## config.mk

```make
export PLATFORM = sky130hd
export DESIGN_NAME = reg_file_sched
export DESIGN_NICKNAME = d
export VERILOG_FILES = /design/src/rtl/reg_file_sched.sv
export SDC_FILE = /design/constraint.sdc
export NUM_CORES = 1
export LEC_CHECK = 0
export CORE_UTILIZATION = 43
export DETAILED_ROUTE_END_ITERATION = 16
export PLACE_DENSITY = 0.84
export SYNTH_ARGS = -nofsm -noshare
export SYNTH_HDL_FRONTEND = slang
export SYNTH_SLANG_ARGS = --single-unit
export TNS_END_PERCENT = 30
```

## constraint.sdc

```tcl
create_clock -name clk -period 5.6 [get_ports clk]
set_input_delay 1.12 -clock clk [delete_from_list [all_inputs] [get_ports clk]]
set_output_delay 1.12 -clock clk [all_outputs]
set_load 0.005 [all_outputs]
```

## src/rtl/reg_file_sched.sv

```systemverilog
// reg_file_sched: single-issue scheduler in front of a register file that also
// holds a return-address stack. Each cycle at most one of these operations is
// issued: a register writeback (from the ALU or the load unit), a stack push
// (call), or a stack pop (ret).
//
// Handshake: a source holds its *_req (and payload) high until it sees its
// grant. The grant pulse lasts one cycle and the transaction is then complete.
// At the edge ending the grant cycle, the source may drop req or present a new
// transaction.
//
// Ports:
//   clk, reset            clock; synchronous active-high reset
//   a_req/a_ws/a_wd       ALU writeback request, register select, data
//   a_gnt                 ALU request granted (one-cycle pulse)
//   b_req/b_ws/b_wd       load-unit writeback request, register select, data
//   b_gnt                 load request granted (one-cycle pulse)
//   call_req/call_pc      push-return-address request and address
//   ret_req               pop-return-address request
//   stk_gnt               call or ret consumed this cycle
//   regwrite/ws/wd        register file write strobe, select, data
//   push/pop/stack_pc     stack strobes and push data
//   depth                 current stack occupancy
//   ovf/udf               sticky overflow / underflow flags
// All outputs are registered: requests sampled at edge N appear at N+1.
module reg_file_sched #(
    parameter int STACK_DEPTH = 8,
    parameter int DEPTH_W     = 4
) (
    input  logic               clk,
    input  logic               reset,
    input  logic               a_req,
    input  logic [2:0]         a_ws,
    input  logic [31:0]        a_wd,
    output logic               a_gnt,
    input  logic               b_req,
    input  logic [2:0]         b_ws,
    input  logic [31:0]        b_wd,
    output logic               b_gnt,
    input  logic               call_req,
    input  logic [7:0]         call_pc,
    input  logic               ret_req,
    output logic               stk_gnt,
    output logic               regwrite,
    output logic [2:0]         ws,
    output logic [31:0]        wd,
    output logic               push,
    output logic               pop,
    output logic [7:0]         stack_pc,
    output logic [DEPTH_W-1:0] depth,
    output logic               ovf,
    output logic               udf
);

    localparam logic [DEPTH_W-1:0] FULL = DEPTH_W'(STACK_DEPTH);
    localparam logic [DEPTH_W-1:0] ONE  = DEPTH_W'(1);

    logic               a_gnt_q, a_gnt_d;
    logic               b_gnt_q, b_gnt_d;
    logic               stk_gnt_q, stk_gnt_d;
    logic               regwrite_q, regwrite_d;
    logic               push_q, push_d;
    logic               pop_q, pop_d;
    logic [2:0]         ws_q, ws_d;
    logic [31:0]        wd_q, wd_d;
    logic [7:0]         stack_pc_q, stack_pc_d;
    logic [DEPTH_W-1:0] depth_q, depth_d;
    logic               ovf_q, ovf_d;
    logic               udf_q, udf_d;
    // Round-robin pointer: 1 means b was served last, so a wins the next tie.
    logic               last_b_q, last_b_d;
    // stk_gnt is shared, so remember which stack requester it served.
    logic               call_gnt_q, call_gnt_d;
    logic               ret_gnt_q, ret_gnt_d;

    logic a_el, b_el, call_el, ret_el;

    always_comb begin
        // A requester granted in the current cycle sits out the next edge.
        a_el    = a_req    & ~a_gnt_q;
        b_el    = b_req    & ~b_gnt_q;
        call_el = call_req & ~call_gnt_q;
        ret_el  = ret_req  & ~ret_gnt_q;

        a_gnt_d    = 1'b0;
        b_gnt_d    = 1'b0;
        stk_gnt_d  = 1'b0;
        regwrite_d = 1'b0;
        push_d     = 1'b0;
        pop_d      = 1'b0;
        call_gnt_d = 1'b0;
        ret_gnt_d  = 1'b0;
        ws_d       = ws_q;
        wd_d       = wd_q;
        stack_pc_d = stack_pc_q;
        depth_d    = depth_q;
        ovf_d      = ovf_q;
        udf_d      = udf_q;
        last_b_d   = last_b_q;

        if (call_el) begin
            stk_gnt_d  = 1'b1;
            call_gnt_d = 1'b1;
            if (depth_q < FULL) begin
                push_d     = 1'b1;
                stack_pc_d = call_pc;
                depth_d    = depth_q + ONE;
            end else begin
                // Full stack: request is consumed but dropped.
                ovf_d = 1'b1;
            end
        end else if (ret_el) begin
            stk_gnt_d = 1'b1;
            ret_gnt_d = 1'b1;
            if (depth_q != '0) begin
                pop_d   = 1'b1;
                depth_d = depth_q - ONE;
            end else begin
                udf_d = 1'b1;
            end
        end else if (a_el && (!b_el || last_b_q)) begin
            a_gnt_d    = 1'b1;
            regwrite_d = 1'b1;
            ws_d       = a_ws;
            wd_d       = a_wd;
            last_b_d   = 1'b0;
        end else if (b_el) begin
            b_gnt_d    = 1'b1;
            regwrite_d = 1'b1;
            ws_d       = b_ws;
            wd_d       = b_wd;
            last_b_d   = 1'b1;
        end
    end

    always_ff @(posedge clk) begin
        if (reset) begin
            a_gnt_q    <= 1'b0;
            b_gnt_q    <= 1'b0;
            stk_gnt_q  <= 1'b0;
            regwrite_q <= 1'b0;
            push_q     <= 1'b0;
            pop_q      <= 1'b0;
            ws_q       <= '0;
            wd_q       <= '0;
            stack_pc_q <= '0;
            depth_q    <= '0;
            ovf_q      <= 1'b0;
            udf_q      <= 1'b0;
            last_b_q   <= 1'b1;
            call_gnt_q <= 1'b0;
            ret_gnt_q  <= 1'b0;
        end else begin
            a_gnt_q    <= a_gnt_d;
            b_gnt_q    <= b_gnt_d;
            stk_gnt_q  <= stk_gnt_d;
            regwrite_q <= regwrite_d;
            push_q     <= push_d;
            pop_q      <= pop_d;
            ws_q       <= ws_d;
            wd_q       <= wd_d;
            stack_pc_q <= stack_pc_d;
            depth_q    <= depth_d;
            ovf_q      <= ovf_d;
            udf_q      <= udf_d;
            last_b_q   <= last_b_d;
            call_gnt_q <= call_gnt_d;
            ret_gnt_q  <= ret_gnt_d;
        end
    end

    assign a_gnt    = a_gnt_q;
    assign b_gnt    = b_gnt_q;
    assign stk_gnt  = stk_gnt_q;
    assign regwrite = regwrite_q;
    assign push     = push_q;
    assign pop      = pop_q;
    assign ws       = ws_q;
    assign wd       = wd_q;
    assign stack_pc = stack_pc_q;
    assign depth    = depth_q;
    assign ovf      = ovf_q;
    assign udf      = udf_q;

endmodule

```

==> summary.txt, run 1 <==
status -> complete, no violations
Reg-to-Reg Start -> call_gnt_q$_SDFF_PP0_
WP data required -> 5.81 ns
Top Ports -> 139
Worst R2R End -> depth[3]$_SDFFE_PP0P_
vias -> 2379
Area contributors post-synth -> dfxtp_1 (43%), a211oi_2 (15%), mux2i_1 (13%), nor2_1 (5.9%), buf_6 (2.5%)
#FFs+latches synth -> 58
Distinct cells, synth -> 36
cell family with most CP delay -> buffers and inverters
layout cell share with drive strength beyond 1 -> 15.3%
setup violators final -> 0
synth-to-layout area growth -> 60.9%
part of the power in registers -> 36.8%
post-cts sizing count -> 0
total routed wirelength -> 6750 um
post-synthesis cell count -> 255
# fillers -> 463
die width -> 80.8 um
critical path fanouts, max -> 17
most area-hungry cell type in the Yosys netlist -> dfxtp_1
Rel. slew slack -> 55.0%
final slew viol count -> 0
Slowest-stage cell, CP -> nor2b_1
fmax -> 277 MHz
register area share after synthesis -> 43.4%
worst setup margin -> 1.99 ns
Skew-Pair Late Insertion Delay -> 0.33 ns
CTS root buf -> clkbuf_8
dominant synthesized flop cell -> dfxtp_1
Post-Syn Area -> 2670 um^2
Setup CP Type -> in2reg
crit start category -> primary input
Setup crit end kind -> flip-flop
sw frac -> 24.9%
CP Cell Sequence -> clkdlybuf4s50_1 > nor2b_1 > inv_1 > ha_1 > o21a_1 > nor3_1 > and3_1 > a2111oi_0
Post-CTS Setup Bufs -> 0
grt ovf -> 0
Port Buffer Count -> 138
Clk network pwr share -> 38.4%
Pint -> 1.00 mW
Post-synth EDFFs -> 0
Final Cell Area -> 4300 um^2
FP Rows -> 28
RSZ-0062 raised after global routing -> no
Worst-path clk slew -> 0.07 ns
Synth Area per Inst -> 10.5 um^2
total track usage -> 20.8%
crit path DAT -> 3.82 ns
first-pass GRT wire length -> 10300 um
ant diodes -> 0
Synthesis Warnings -> 0
routed length per instance -> 14.4 um
Slowest Stage Delay on Critical Path -> 0.54 ns
Yosys top cell area share -> 43.4%
DP Area -> 4030 um^2
cell count of the worst hold path -> 2
TritonCTS Buffers -> 9
highest ir drop seen on vdd -> 0.197 mV
Static Leak -> 1.61 nW
R2R Setup Slk -> 2.95 ns
initial core utilization -> 44.9%
antenna viol nets, final -> 0
ys async rst share -> 0%
hpwl dp -> 4880 um
setup TNS -> 0 ns
PD cells -> 311 nW/um^2
Layout Skew -> 0.00755 ns
CTS max path bufs -> 2
First DRT Iteration DRCs -> 55
cts hold-fix bufs -> 0
Hold Path Sink -> stack_pc[0]$_SDFFE_PP0P_
die area -> 6530 um^2
GP Congestion -> 0.770
area of the core -> 5960 um^2
switching pwr -> 333 uW
worst reg-to-reg path cell count -> 7
Nets -> 474
initial antenna violation count -> 0
total of max-cap violations -> 0
TritonCTS clock tree -> done
largest net degree at the start of global routing -> 48
vias per inst -> 5.08
Clock Sink Count -> 58
syn_nets -> 341
vias in the first global route -> 2174
worst hold path class -> reg2reg
CP Depth -> 8
Gate power share -> 24.8%
Final Hold Fails -> 0
Residual DRC -> 0
pre-CTS setup slack -> 1.71 ns
die height -> 80.8 um
worst slew pin tran -> 0.675 ns
final critical-path required period -> 3.61 ns
fin crit share -> 64.5%
TritonRoute pass-1 iters -> 4
H-tree depth -> 3
Crit path buffers/inverters -> 2
HP Start -> stack_pc[0]$_SDFFE_PP0P_
## routing by layer
layer,GRT usage (%),share of wire [%],vias to the layer above
li1,-,-,1177
met1,24.3,41,1103
met2,35.3,49,92
met3,7.19,8.9,7
met4,6.96,0.90,0
met5,0,0,-
## sequential cells by signal (all words and copies together) (netlist names)
| register | flops |
|---|---|
| call_gnt_q | 1 |
| ws | 3 |
| a_gnt | 1 |
| ret_gnt_q | 1 |
| stack_pc | 8 |
| udf | 1 |
| last_b_q | 1 |
| wd | 32 |
| b_gnt | 1 |
| stk_gnt | 1 |
| regwrite | 1 |
| pop | 1 |
| depth | 4 |
| push | 1 |
| ovf | 1 |
## power groups by stage
stage	Sequential [mW]	Clock, mW	Combinational [mW]
after floorplan	0.495	0	0.174
after global placement	0.498	0	0.323
after CTS	0.491	0.521	0.335
final	0.492	0.513	0.332
after detailed placement	0.500	0	0.333
after global routing	0.498	0.545	0.360
## cell families (layout without fill, tap and decap cells)
logic type | after synthesis | after routing | share of synthesized area, %
AND/OR/NAND/NOR | 71 | 71 | 12.5
AO/OA/AOI/OAI | 64 | 64 | 23.5
flip-flops | 58 | 58 | 43.4
multiplexers | 36 | 36 | 13.5
buffers and inverters | 22 | 160 | 5.52
adder cells (fa/ha/maj) | 2 | 2 | 0.936
XOR/XNOR | 2 | 2 | 0.656
## synthesized netlist by cell type, drive strengths merged, types with 2 or more instances
cell	instances
dfxtp	58
nor2	42
a211oi	37
mux2i	36
a21oi	12
buf	11
nand2	11
clkbuf	9
o21ai	8
nor3	4
nand2b	3
nor2b	3
a31oi	2
and3	2
ha	2
inv	2
nor3b	2
## stage by stage
step | total power, mW | utilization (%) | cells | hold WS [ns]
after detailed placement | 0.833 | 67.7 | 452 | 0.460
after global routing | 1.40 | 72.2 | 468 | 0.502
after global placement | 0.821 | 67.7 | 452 | 0.459
after floorplan | 0.670 | - | 255 | 0.460
after CTS | 1.35 | 72.2 | 468 | 0.490
final | 1.34 | 72.2 | 468 | 0.490
## area by class of cell
cell class / count / area, um^2 / area share (%)
timing repair buffer: 142 / 1410 / 32.7
multi-input combinational: 175 / 1360 / 31.7
sequential: 58 / 1160 / 27.0
clock buffer: 11 / 141 / 3.29
clock inverter: 5 / 125 / 2.91
tap: 75 / 93.8 / 2.18
inverter: 2 / 7.51 / 0.175
## placed cells by master, fill, tap and decap left out, types with 8 or more instances in the layout
cell             count
nor2_1              42
o21ai_0              8
a211oi_2            33
clkdlybuf4s50_1    137
mux2i_1             36
clkbuf_8            10
dfxtp_1             58
nand2_1             11
a21oi_1             12
## worst max-delay path by stage
stage / to / start / slack [ns]
after floorplan: depth[3]$_SDFFE_PP0P_ / call_req / 2.75
after global placement: depth[3]$_SDFFE_PP0P_ / call_req / 1.90
after detailed placement: depth[3]$_SDFFE_PP0P_ / call_req / 1.71
after CTS: depth[3]$_SDFFE_PP0P_ / call_req / 2.09
after global routing: depth[3]$_SDFFE_PP0P_ / call_req / 1.83
final: depth[3]$_SDFFE_PP0P_ / call_req / 1.99
## worst register-to-register path, cell delays in order, from the launching register on
cell and delay [ns]:
dfxtp_1 0.34, nor2b_1 0.53, inv_1 0.44, ha_1 0.49, o21a_1 0.15, nor3_1 0.05
and3_1 0.22, a2111oi_0 0.33
Power figures use the tool's default switching activity.
==> inputs of run 2 (changes only) <==
--- a/config.mk
+++ b/config.mk
@@ -5,9 +5,9 @@
 export SDC_FILE = /design/constraint.sdc
 export NUM_CORES = 1
 export LEC_CHECK = 0
-export CORE_UTILIZATION = 43
+export CORE_UTILIZATION = 36
 export DETAILED_ROUTE_END_ITERATION = 16
-export PLACE_DENSITY = 0.84
+export PLACE_DENSITY = 0.75
 export SYNTH_ARGS = -nofsm -noshare
 export SYNTH_HDL_FRONTEND = slang
 export SYNTH_SLANG_ARGS = --single-unit
==> constraint.sdc (replaced) <==
create_clock -name clk -period 3.04 [get_ports clk]
set_input_delay 0.608 -clock clk [delete_from_list [all_inputs] [get_ports clk]]
set_output_delay 0.608 -clock clk [all_outputs]
set_load 0.005 [all_outputs]
==> run 2 against run 1 <==
Against the previous run:
- combinational power up 85%
- critical path type unchanged
- register-to-register slack worse by 1.7 ns
- largest cell class unchanged
- critical path depth unchanged
- worst setup slack worse by 1.2 ns
- sequential share of layout area up 0.16 points
- global-route usage down 3.7 points
==> summary.txt, run 2 (synthesis results as in run 1) <==
R2R Setup Slk -> 1.23 ns
Slowest Stage Delay on Critical Path -> 0.46 ns
initial core utilization -> 37.0%
cell family with most CP delay -> buffers and inverters
setup violators final -> 0
Reg-to-Reg Start -> call_gnt_q$_SDFF_PP0_
met2 wire len -> 3160 um
commonest non-fill, non-tap cells in the layout -> clkdlybuf4s50_1 (137), dfxtp_1 (58), nor2_1 (42)
cell count of the worst hold path -> 2
commonest non-fill, non-tap cell in the layout -> clkdlybuf4s50_1
Clock Sink Count -> 58
fin crit share -> 74.0%
Routed met3 length -> 589 um
initial antenna violation count -> 0
vias in the first global route -> 2266
cts hold-fix bufs -> 0
Crit path buffers/inverters -> 2
Final Power -> 2.12 mW
highest ir drop seen on vdd -> 0.429 mV
First DRT Iteration DRCs -> 43
Final Hold Fails -> 0
TritonRoute pass-1 iters -> 4
CP Depth -> 8
crit path DAT -> 2.45 ns
fmax -> 444 MHz
layout cell share with drive strength beyond 1 -> 14.8%
HP Start -> stack_pc[6]$_SDFFE_PP0P_
Worst R2R End -> depth[3]$_SDFFE_PP0P_
worst slew pin tran -> 0.640 ns
GP Congestion -> 0.711
Skew-Pair Late Insertion Delay -> 0.33 ns
Setup crit end kind -> flip-flop
DP Area -> 4120 um^2
first-pass GRT wire length -> 10200 um
Setup crit start -> call_req
max layer used -> met4
max reg flops -> 32
antenna viol nets, final -> 0
Layout Skew -> 0.00751 ns
final slew viol count -> 0
area of the core -> 7210 um^2
status -> complete, no violations
CTS max path bufs -> 2
Final Cell Area -> 4270 um^2
critical path fanouts, max -> 5
CP Cell Sequence -> clkdlybuf4s50_1 > nor2b_1 > inv_1 > ha_1 > o21a_1 > nor3_1 > nor3_1 > a2111oi_0
WL met1 -> 2810 um
crit start category -> primary input
routed length per instance -> 13.6 um
Hold WS -> 0.481 ns
grt ovf -> 0
RSZ-0062 raised after global routing -> no
die height -> 88.2 um
Post-CTS Setup Bufs -> 0
Static Leak -> 1.58 nW
Port Buffer Count -> 138
total of max-cap violations -> 0
CTS root buf -> clkbuf_8
ant diodes -> 0
setup TNS -> 0 ns
total routed wirelength -> 6670 um
Residual DRC -> 0
vias per inst -> 4.81
Slowest-stage cell, CP -> clkdlybuf4s50_1
post-cts sizing count -> 0
# fillers -> 649
largest net degree at the start of global routing -> 42
total track usage -> 17.1%
PD cells -> 496 nW/um^2
TritonCTS clock tree -> done
vias -> 2364
Top Ports -> 139
FP Rows -> 31
die area -> 7770 um^2
most used cell, CP -> nor3_1
final critical-path required period -> 2.25 ns
synth-to-layout area growth -> 59.9%
Setup CP Type -> in2reg
WP data required -> 3.24 ns
Rel. slew slack -> 57.3%
hpwl dp -> 4890 um
worst reg-to-reg path cell count -> 7
Nets -> 476
worst hold path class -> reg2reg
die width -> 88.2 um
Worst-path clk slew -> 0.06 ns
TritonCTS Buffers -> 9
H-tree depth -> 3
Hold Path Sink -> stack_pc[6]$_SDFFE_PP0P_
[run 2: final cells by class]
class | count | area, um^2 | share of cell area, %
repair buffers | 144 | 1460 | 34.1
multi-input cells | 175 | 1360 | 31.9
flip-flops and latches | 58 | 1160 | 27.2
clock buffers | 13 | 159 | 3.72
well taps | 99 | 124 | 2.90
inverters | 2 | 7.51 | 0.176
[run 2: tightest hold or removal path: cells and delay by family (launching register included)]
family             cells  cell delay (ns)
AOI/OAI and AO/OA      2             0.13
DFF                    1             0.31
[run 2: per-stage QoR]
step	setup WS, ns	util (%)	std cells
after global placement	0.552	57.0	478
after global routing	0.608	59.2	491
final	0.790	59.2	491
after detailed placement	0.418	57.0	478
after CTS	0.805	59.2	491
after floorplan	0.700	-	255
[run 2: worst max path at each step]
| stage | end | slack, ns |
|---|---|---|
| 6_report | depth[3]$_SDFFE_PP0P_ | 0.79 |
| 5_1_grt | depth[3]$_SDFFE_PP0P_ | 0.61 |
| 4_1_cts | depth[3] | 0.81 |
| 3_5_place_dp | depth[3]$_SDFFE_PP0P_ | 0.42 |
| 3_3_place_gp | depth[3]$_SDFFE_PP0P_ | 0.55 |
| 2_1_floorplan | depth[3]$_SDFFE_PP0P_ | 0.70 |
[run 2: where the power goes]
part / total [mW] / internal, mW / switching, mW / leakage (nW)
clock: 0.597 / 0.327 / 0.270 / 0.0815
sequential: 0.908 / 0.839 / 0.0692 / 0.478
combinational: 0.614 / 0.370 / 0.244 / 1.02
total: 2.12 / 1.54 / 0.583 / 1.58
[run 2: routing by layer]
metal | vias up | track usage (%)
li1 | 1177 | -
met4 | 0 | 7.92
met1 | 1087 | 19.1
met2 | 88 | 29.5
met3 | 12 | 5.66
met5 | - | 0
==> inputs of run 3 (changes only) <==
==> constraint.sdc (replaced) <==
create_clock -name clk -period 1.9 [get_ports clk]
set_input_delay 0.38 -clock clk [delete_from_list [all_inputs] [get_ports clk]]
set_output_delay 0.38 -clock clk [all_outputs]
set_load 0.005 [all_outputs]
==> run 3 against run 2 <==
Against the previous run:
- via count up 1.6%
- critical endpoint is now depth[2]$_SDFFE_PP0P_
- die area unchanged
- non-clock buffer count up 8
- largest cell class unchanged
- clock-buffer cell count down 1
- worst hold slack worse by 0.075 ns
- first-iteration DRC count up 37%
- critical path depth down 1
- clock power up 120%
- highest routed layer unchanged
- power up 82%
- critical path type unchanged
==> summary.txt, run 3 (synthesis results as in run 1) <==
status -> complete, no violations
area of the core -> 7210 um^2
total track usage -> 17.1%
CTS max path bufs -> 2
Rel. slew slack -> 77.1%
Port Buffer Count -> 138
max reg flops -> 32
WP data required -> 2.16 ns
final slew viol count -> 0
H-tree depth -> 3
Gate power share -> 28.8%
initial antenna violation count -> 0
Final Power -> 3.86 mW
fmax -> 539 MHz
setup violators final -> 0
Final Hold Fails -> 0
Pint -> 2.84 mW
fin crit share -> 97.7%
final critical-path required period -> 1.86 ns
Setup crit end kind -> flip-flop
Slowest-stage cell, CP -> clkdlybuf4s50_1
First DRT Iteration DRCs -> 59
PD cells -> 861 nW/um^2
antenna viol nets, final -> 0
die width -> 88.2 um
FF+latch area -> 1160 um^2
TritonCTS Buffers -> 9
vias per inst -> 4.78
Worst-path clk slew -> 0.07 ns
Static Leak -> 1.67 nW
hpwl dp -> 5020 um
# fillers -> 611
FP Rows -> 31
non-filler cells, final -> 502
largest net degree at the start of global routing -> 37
total routed wirelength -> 6870 um
highest ir drop seen on vdd -> 0.702 mV
part of the power in registers -> 37.0%
die height -> 88.2 um
Slowest Stage Delay on Critical Path -> 0.49 ns
die area -> 7770 um^2
vias -> 2401
Clk network pwr share -> 34.1%
RSZ-0062 raised after global routing -> no
Residual DRC -> 0
crit start category -> primary input
Crit path buffers/inverters -> 3
TritonRoute pass-1 iters -> 5
Post-CTS Setup Bufs -> 0
grt ovf -> 0
crit path DAT -> 2.12 ns
worst slew pin tran -> 0.342 ns
first-pass GRT wire length -> 10400 um
Hold WS -> 0.407 ns
area of the multi-input gates -> 1400 um^2
Nets -> 484
commonest non-fill, non-tap cells in the layout -> clkdlybuf4s50_1 (137), dfxtp_1 (58), nor2_1 (42)
Skew-Pair Late Insertion Delay -> 0.32 ns
sw frac -> 26.5%
initial core utilization -> 37.0%
GP Congestion -> 0.835
commonest non-fill, non-tap cell in the layout -> clkdlybuf4s50_1
Top Ports -> 139
worst hold path class -> in2reg
total of max-cap violations -> 0
Layout Skew -> 0.00875 ns
critical path fanouts, max -> 16
TritonCTS clock tree -> done
cell family with most CP delay -> buffers and inverters
CTS root buf -> clkbuf_8
switching pwr -> 1.02 mW
CP Cell Sequence -> clkdlybuf4s50_1 > nor2b_4 > clkinvlp_4 > buf_4 > and3_1 > a2111o_1 > a21oi_2
ant diodes -> 0
Clock Sink Count -> 58
vias in the first global route -> 2330
Setup CP Type -> in2reg
placed cells -> 486
routed length per instance -> 13.7 um
layout cell share with drive strength beyond 1 -> 19.4%
synth-to-layout area growth -> 67.7%
run 3: changes by cell type in the layout (fill, tap and decap cells not counted), moves of 2 or more:
cell	previous run	this run
clkinvlp_4	0	2
ha_1	2	0
buf_12	3	5
buf_4	3	8
bufinv_16	0	2
clkbuf_1	2	0
run 3: worst paths after layout:
| path | slack [ns] | cells past startpoint | endpoint | start |
|---|---|---|---|---|
| setup / recovery | 0.04 | 7 | depth[2]$_SDFFE_PP0P_ | call_req |
| hold / removal | 0.41 | 2 | call_gnt_q$_SDFF_PP0_ | reset |
| setup reg to reg | 0.23 | 4 | depth[1]$_SDFFE_PP0P_ | depth[0]$_SDFFE_PP0P_ |
| hold reg to reg | 0.47 | 2 | stack_pc[1]$_SDFFE_PP0P_ | stack_pc[1]$_SDFFE_PP0P_ |
run 3: final cells by class:
type,instances,share of cell area (%)
clock inverters,4,1.62
repair buffers,152,34.5
flip-flops and latches,58,25.9
multi-input cells,175,31.3
inverters,2,0.251
clock buffers,12,3.68
well taps,99,2.76
run 3: metrics by stage:
| step | setup TNS (ns) | util (%) | setup slack [ns] | cell area, um^2 |
|---|---|---|---|---|
| after floorplan | -0.0348 | - | -0.0348 | 2710 |
| after global placement | -6.13 | 58.6 | -0.282 | 4220 |
| after detailed placement | -8.31 | 58.6 | -0.400 | 4220 |
| after CTS | 0 | 61.9 | 0.00194 | 4470 |
| after global routing | 0 | 62.1 | 0.000306 | 4480 |
| final | 0 | 62.1 | 0.0430 | 4480 |
run 3: routing by layer:
metal  track usage, %  vias up  share of wire (%)
li1                 -     1195                  -
met5                0        -                  0
met1             19.8     1082                 40
met3             5.00       18                9.6
met2             29.3      106                 48
met4             7.62        0                2.3
run 3: what timing repair did:
item / 4_1_cts / 5_1_grt
hold buffers: 0 / 0
setup endpoints to repair: 1 / 2
resized for setup: 2 / 4
pin swaps: 1 / 3
run 3: power groups by stage:
stage | clock network [mW] | registers (mW) | logic (mW)
4_1_cts | 1.34 | 1.43 | 1.11
3_5_place_dp | 0 | 1.45 | 1.08
3_3_place_gp | 0 | 1.45 | 1.06
2_1_floorplan | 0 | 1.46 | 0.527
6_report | 1.32 | 1.43 | 1.11
5_1_grt | 1.40 | 1.44 | 1.20
